[src/rtl/fetch_pkg.sv]
// Shared branch-prediction definitions for the fetch front end:
// 2-bit counter encodings and the saturating counter update rule.
package fetch_pkg;

   typedef logic [1:0] cnt_t;

   localparam cnt_t SNT = 2'd0;
   localparam cnt_t WNT = 2'd1;
   localparam cnt_t WT  = 2'd2;
   localparam cnt_t ST  = 2'd3;

   // Unconditional jumps pin the counter to strongly-taken.
   function automatic cnt_t sat_update(input cnt_t cnt, input logic taken, input logic uncond);
      cnt_t r;
      if (uncond) begin
         r = ST;
      end else if (taken) begin
         case (cnt)
            SNT:     r = WNT;
            WNT:     r = WT;
            default: r = ST;
         endcase
      end else begin
         case (cnt)
            ST:      r = WT;
            WT:      r = WNT;
            default: r = SNT;
         endcase
      end
      return r;
   endfunction

endpackage

[src/rtl/btb_table.sv]
// Direct-mapped branch target buffer: comb lookup port and a
// read-modify-write training port that commits at the clock edge.
module btb_table
   import fetch_pkg::*;
#(
   parameter  int ADDR_W  = 32,
   parameter  int ENTRIES = 16,
   localparam int IDX_W   = $clog2(ENTRIES),
   localparam int TAG_W   = ADDR_W - IDX_W - 2
) (
   input  logic              clk,
   input  logic              rst,
   input  logic [IDX_W-1:0]  i_rd_idx,
   input  logic [TAG_W-1:0]  i_rd_tag,
   output logic              o_rd_taken,
   output logic [ADDR_W-1:0] o_rd_target,
   input  logic              i_wr_en,
   input  logic [IDX_W-1:0]  i_wr_idx,
   input  logic [TAG_W-1:0]  i_wr_tag,
   input  logic              i_wr_taken,
   input  logic              i_wr_uncond,
   input  logic [ADDR_W-1:0] i_wr_target
);

   typedef struct packed {
      logic              valid;
      logic [TAG_W-1:0]  tag;
      logic [ADDR_W-1:0] target;
      cnt_t              cnt;
   } btb_entry_t;

   btb_entry_t r_tab [ENTRIES];
   btb_entry_t w_rd_ent;
   btb_entry_t w_wr_old;
   btb_entry_t w_wr_new;
   logic       w_wr_hit;
   logic       w_wr_commit;

   assign w_rd_ent    = r_tab[i_rd_idx];
   assign o_rd_taken  = w_rd_ent.valid && (w_rd_ent.tag == i_rd_tag) && w_rd_ent.cnt[1];
   assign o_rd_target = w_rd_ent.target;

   assign w_wr_old = r_tab[i_wr_idx];
   assign w_wr_hit = w_wr_old.valid && (w_wr_old.tag == i_wr_tag);

   // A not-taken outcome on a miss leaves the entry alone; a taken miss
   // allocates over whatever alias currently occupies the slot.
   always_comb begin
      w_wr_new    = w_wr_old;
      w_wr_commit = 1'b0;
      if (i_wr_en) begin
         if (w_wr_hit) begin
            w_wr_commit  = 1'b1;
            w_wr_new.cnt = sat_update(w_wr_old.cnt, i_wr_taken, i_wr_uncond);
            if (i_wr_taken) w_wr_new.target = i_wr_target;
         end else if (i_wr_taken) begin
            w_wr_commit     = 1'b1;
            w_wr_new.valid  = 1'b1;
            w_wr_new.tag    = i_wr_tag;
            w_wr_new.target = i_wr_target;
            w_wr_new.cnt    = i_wr_uncond ? ST : WT;
         end
      end
   end

   always_ff @(posedge clk or posedge rst) begin
      if (rst) begin
         for (int i = 0; i < ENTRIES; i++) r_tab[i] <= '0;
      end else if (w_wr_commit) begin
         r_tab[i_wr_idx] <= w_wr_new;
      end
   end

endmodule

[src/rtl/fetch_pc_btb.sv]
// PC generation with BTB prediction in F, decode-stage mispredict
// correction and BTB training, and a saturating mispredict counter.
module fetch_pc_btb
   import fetch_pkg::*;
#(
   parameter int              ADDR_W      = 32,
   parameter int              BTB_ENTRIES = 16,
   parameter logic [ADDR_W-1:0] RESET_PC  = '0,
   parameter int              CNT_W       = 32
) (
   input  logic              clk,
   input  logic              rst,
   input  logic              stall_i,
   output logic [ADDR_W-1:0] pc_o,
   output logic [ADDR_W-1:0] pcD_o,
   output logic              validD_o,
   output logic              pred_takenD_o,
   output logic [ADDR_W-1:0] pred_targetD_o,
   input  logic              res_valid_i,
   input  logic              res_taken_i,
   input  logic              res_uncond_i,
   input  logic [ADDR_W-1:0] res_target_i,
   output logic              flush_o,
   output logic [CNT_W-1:0]  mispred_cnt_o
);

   localparam int IDX_W = $clog2(BTB_ENTRIES);
   localparam int TAG_W = ADDR_W - IDX_W - 2;

   logic [ADDR_W-1:0] r_pc;
   logic [ADDR_W-1:0] r_pcd;
   logic              r_validd;
   logic              r_pred_takend;
   logic [ADDR_W-1:0] r_pred_targetd;
   logic [CNT_W-1:0]  r_mis_cnt;

   logic              w_pred_taken;
   logic [ADDR_W-1:0] w_pred_target;
   logic [ADDR_W-1:0] w_pred_next;
   logic [ADDR_W-1:0] w_pc_next;
   logic              w_mis;
   logic              w_train;

   btb_table #(
      .ADDR_W  (ADDR_W),
      .ENTRIES (BTB_ENTRIES)
   ) u_btb (
      .clk         (clk),
      .rst         (rst),
      .i_rd_idx    (r_pc[IDX_W+1:2]),
      .i_rd_tag    (r_pc[ADDR_W-1:IDX_W+2]),
      .o_rd_taken  (w_pred_taken),
      .o_rd_target (w_pred_target),
      .i_wr_en     (w_train),
      .i_wr_idx    (r_pcd[IDX_W+1:2]),
      .i_wr_tag    (r_pcd[ADDR_W-1:IDX_W+2]),
      .i_wr_taken  (res_taken_i),
      .i_wr_uncond (res_uncond_i),
      .i_wr_target (res_target_i)
   );

   assign w_pred_next = w_pred_taken ? w_pred_target : r_pc + ADDR_W'(4);
   assign w_train     = res_valid_i && r_validd;
   assign w_mis       = w_train && ((res_taken_i != r_pred_takend) ||
                                    (res_taken_i && (res_target_i != r_pred_targetd)));

   // Redirect wins over stall so a resolved mispredict is never lost.
   always_comb begin
      w_pc_next = w_pred_next;
      if (w_mis)        w_pc_next = res_taken_i ? res_target_i : r_pcd + ADDR_W'(4);
      else if (stall_i) w_pc_next = r_pc;
   end

   always_ff @(posedge clk or posedge rst) begin
      if (rst) r_pc <= RESET_PC;
      else     r_pc <= w_pc_next;
   end

   always_ff @(posedge clk or posedge rst) begin
      if (rst) begin
         r_pcd          <= '0;
         r_validd       <= 1'b0;
         r_pred_takend  <= 1'b0;
         r_pred_targetd <= '0;
      end else if (w_mis) begin
         r_validd      <= 1'b0;
         r_pred_takend <= 1'b0;
      end else if (!stall_i) begin
         r_pcd          <= r_pc;
         r_validd       <= 1'b1;
         r_pred_takend  <= w_pred_taken;
         r_pred_targetd <= w_pred_target;
      end
   end

   always_ff @(posedge clk or posedge rst) begin
      if (rst)                                     r_mis_cnt <= '0;
      else if (w_mis && (r_mis_cnt != {CNT_W{1'b1}})) r_mis_cnt <= r_mis_cnt + CNT_W'(1);
   end

   assign pc_o           = r_pc;
   assign pcD_o          = r_pcd;
   assign validD_o       = r_validd;
   assign pred_takenD_o  = r_pred_takend;
   assign pred_targetD_o = r_pred_targetd;
   assign flush_o        = w_mis;
   assign mispred_cnt_o  = r_mis_cnt;

endmodule

[config.mk]
export PLATFORM = sky130hd
export DESIGN_NAME = fetch_pc_btb
export DESIGN_NICKNAME = d
export VERILOG_FILES = /design/src/rtl/fetch_pkg.sv /design/src/rtl/btb_table.sv /design/src/rtl/fetch_pc_btb.sv
export SDC_FILE = /design/constraint.sdc
export NUM_CORES = 2
export LEC_CHECK = 0
export BUFFER_PORTS_ARGS = -buffer_cell sky130_fd_sc_hd__buf_2
export CORE_MARGIN = 4
export CORE_UTILIZATION = 47
export CTS_CLUSTER_DIAMETER = 30
export DETAILED_ROUTE_END_ITERATION = 16
export GPL_ROUTABILITY_DRIVEN = 0
export PLACE_DENSITY = 0.69
export SYNTH_ARGS = -nofsm -noshare
export SYNTH_HDL_FRONTEND = slang
export SYNTH_SLANG_ARGS = --single-unit
export TNS_END_PERCENT = 10
[constraint.sdc]
create_clock -name clk -period 74.6 [get_ports clk]
set_input_delay 14.92 -clock clk [delete_from_list [all_inputs] [get_ports clk]]
set_output_delay 14.92 -clock clk [all_outputs]
set_load 0.01 [all_outputs]
==> reports/metrics.csv <==
stage;metric;value;unit
outcome;outcome;finished clean;
worst_setup_path;CP Class;in -> out;
clock_network;Clock Latency Late Sink;0.90;ns
floorplan;core area;130000;µm²
cells_and_area;fraction of layout cells with a size suffix above 1;0.502;
worst_setup_path;worst-path maximum fanout;3;
synth;library cells used by synthesis;82;
worst_setup_path;Critical Path Start;res_target_i[19];
synth;#FFs+latches synth;1106;
clock_network;# clock sinks;1106;
hold_path;Hold Crit Class;reg -> reg;
synth;cells after synthesis;4357;
cells_and_area;Synth-to-Final Area Change;18.4;%
global_routing;vias in the first global route;43900;
clock_network;clock slew at reported path FFs;0.04;ns
timing;Fmax;31.4;MHz
power_and_ir_drop;leakage power;32.6;nW
timing;hold slack;0.492;ns
cells_and_area;Layout Cells excl Fill;6442;
global_routing;grt ovf;0;
timing;Slew headroom;0.131;
flow_run;max cap viols;0;
timing;setup violators final;0;
power_and_ir_drop;PD cells;42.6;nW/µm²
drt;Post-DRT Antenna Nets;0;
drt;overall via count from detail_route;42600;
clock_network;clock root cell;clkbuf_16;
worst_setup_path;worst reg2reg startpoint;pcD_o[3];
timing;max-slew violations;0;
drt;DRC;0;
floorplan;Die W;370;µm
clock_network;cts repair resizes;0;
global_routing;Total GRT Usage;0.297;
global_routing;first-pass GRT wire length;299000;µm
worst_setup_path;CP startpoint kind;input pin;
hold_path;WHS Path Cells;1;
floorplan;# IOs;169;
worst_setup_path;Arr. time, crit path;16.91;ns
power_and_ir_drop;peak supply drop;0.0293;mV
power_and_ir_drop;Pwr Total;3.10;mW
synth;Yosys Warn Count;0;
hold_path;hold-critical path endpoint;mispred_cnt_o[28];
synth;Syn Nets;4401;
timing;clock skew;0.0799;ns
clock_network;clock buffer depth;4;
timing;period utilization;0.427;
floorplan;Core Rows;132;
floorplan;die area;137000;µm²
drt;Routed Wire Length;203000;µm
worst_setup_path;CP required;59.68;ns
floorplan;Initial Util;0.474;
synth;Syn Area/Cell;14.1;µm²
cells_and_area;Final nets;4540;
placed_design;Placed Instances;5962;
global_routing;initial antenna violation count;17;
clock_network;H-tree depth;5;
placed_design;port buffer count;168;
timing;slew at the pin closest to its max-slew limit;1.27;ns
cells_and_area;Final Util;0.561;
clock_network;Post-CTS Hold Buffers;0;
synth;asr flop ratio synth;1.00;
worst_setup_path;reg-to-reg endpoint;u_btb.r_tab[123];
synth;top_reg_cell synth;dfrtp_1;
hold_path;Hold Startpoint;mispred_cnt_o[28];
timing;final hold violations;0;
clock_network;CTS tree;built;
clock_network;TritonCTS buffer count;274;
timing;min Tclk post-route;31.83;ns
clock_network;Setup Fix Bufs, Post-CTS;0;
synth;post-synthesis sequential area ratio;0.451;
timing;unrepaired setup endpoints after global routing;no;
worst_setup_path;reg2reg setup slack;67.08;ns
drt;Iter 0 DRT Violations;4889;
drt;DRT Pass-1 Iters;6;
worst_setup_path;cells on worst reg2reg path;14;
drt;DR vias/cell;6.61;
synth;Post-Syn Area;61400;µm²
global_routing;largest net degree at the start of global routing;164;
floorplan;Die H;370;µm
synth;EDFF count, synth;0;
worst_setup_path;crit path capture type;output port;
drt;DR WL/cell;31.5;µm
timing;Setup TNS;0;ns
placed_design;placed wire-length estimate;123000;µm
-- layout by cell type (no fill, tap or decap), types with 76 or more instances in the layout --
cell and instances:
buf_2 168, buf_4 102, clkbuf_16 280, dfrtp_1 1099, mux2_2 1058, mux2i_1 190
mux4_2 507, nand2_1 255, o21ai_0 76, xnor2_1 111
-- cells by family (layout without fill, tap and decap cells) --
logic type | count (synthesis) | after routing | synth area share
AOI/OAI and AO/OA | 288 | 288 | 0.0310
xor gates and xnor gates | 174 | 174 | 0.0248
adders and majority gates | 6 | 6 | 0.00122
buffers and inverters | 436 | 772 | 0.0340
DFF | 1106 | 1106 | 0.451
muxes | 1765 | 1765 | 0.413
other | 0 | 7 | 0
and+or+nand+nor | 582 | 582 | 0.0451
-- per-stage QoR --
step,instance area [µm²],setup WS (ns)
2_1_floorplan,61400,28.54
3_3_place_gp,63400,42.85
3_5_place_dp,63400,42.85
4_1_cts,72700,42.82
5_1_grt,72700,42.78
6_report,72700,42.77
-- flip-flops by register name, indices dropped and copies added (netlist names) --
name and flops:
pred_targetD_o 32, mispred_cnt_o 32, pc_o 32, pcD_o 32, pred_takenD_o 1, validD_o 1, u_btb.r_tab 976
-- final cells by class --
cell class | count | area, µm²
fill | 10200 | 56900
multi-input combinational | 2815 | 31800
sequential | 1106 | 27700
clock buffer | 354 | 7700
tap | 1742 | 2180
timing repair buffer | 273 | 1670
clock inverter | 119 | 1560
inverter | 26 | 110
antenna | 7 | 17.5
-- power by group --
group / switching [mW] / internal, mW
Combinational: 0.515 / 0.447
Sequential: 0.168 / 0.768
Clock: 0.360 / 0.837
Total: 1.04 / 2.05
-- worst max path at each step --
stage | end | cells after the start
finish | flush_o | 7
global route | flush_o | 7
CTS | flush_o | 7
detailed placement | flush_o | 7
global placement | flush_o | 7
floorplan | mispred_cnt_o[0] | 1
-- Yosys cell counts (30+ instances only) --
library cell  count  area [µm²]
xnor2_1         111         972
o21ai_0          76         380
xor2_1           63         552
a21oi_1          54         270
mux4_2          507       11400
clkbuf_1        184         691
mux2i_1         190        1900
buf_4            30         225
nor2_1           76         285
nand2_1         255         957
mux2_2         1058       11900
and3_1           30         188
nand3_1          53         265
buf_2           152         761
dfrtp_1        1106       27700
nor3_1           37         185
-- critical path, cell delays in order --
cell,delay [ns]
buf_2,0.18
xor2_1,0.26
nor4_1,0.48
nand4_1,0.29
nor4_1,0.45
nor3_2,0.14
buf_2,0.19
-- metal layers --
metal  GRT usage  part of all wire  vias to the layer above
li1            -                 -                    16900
met1       0.396              0.39                    22500
met2       0.427              0.44                     2608
met3       0.113              0.13                      624
met4       0.146             0.052                       10
met5           0           0.00031                        -
(Power assumes the default switching activity.)
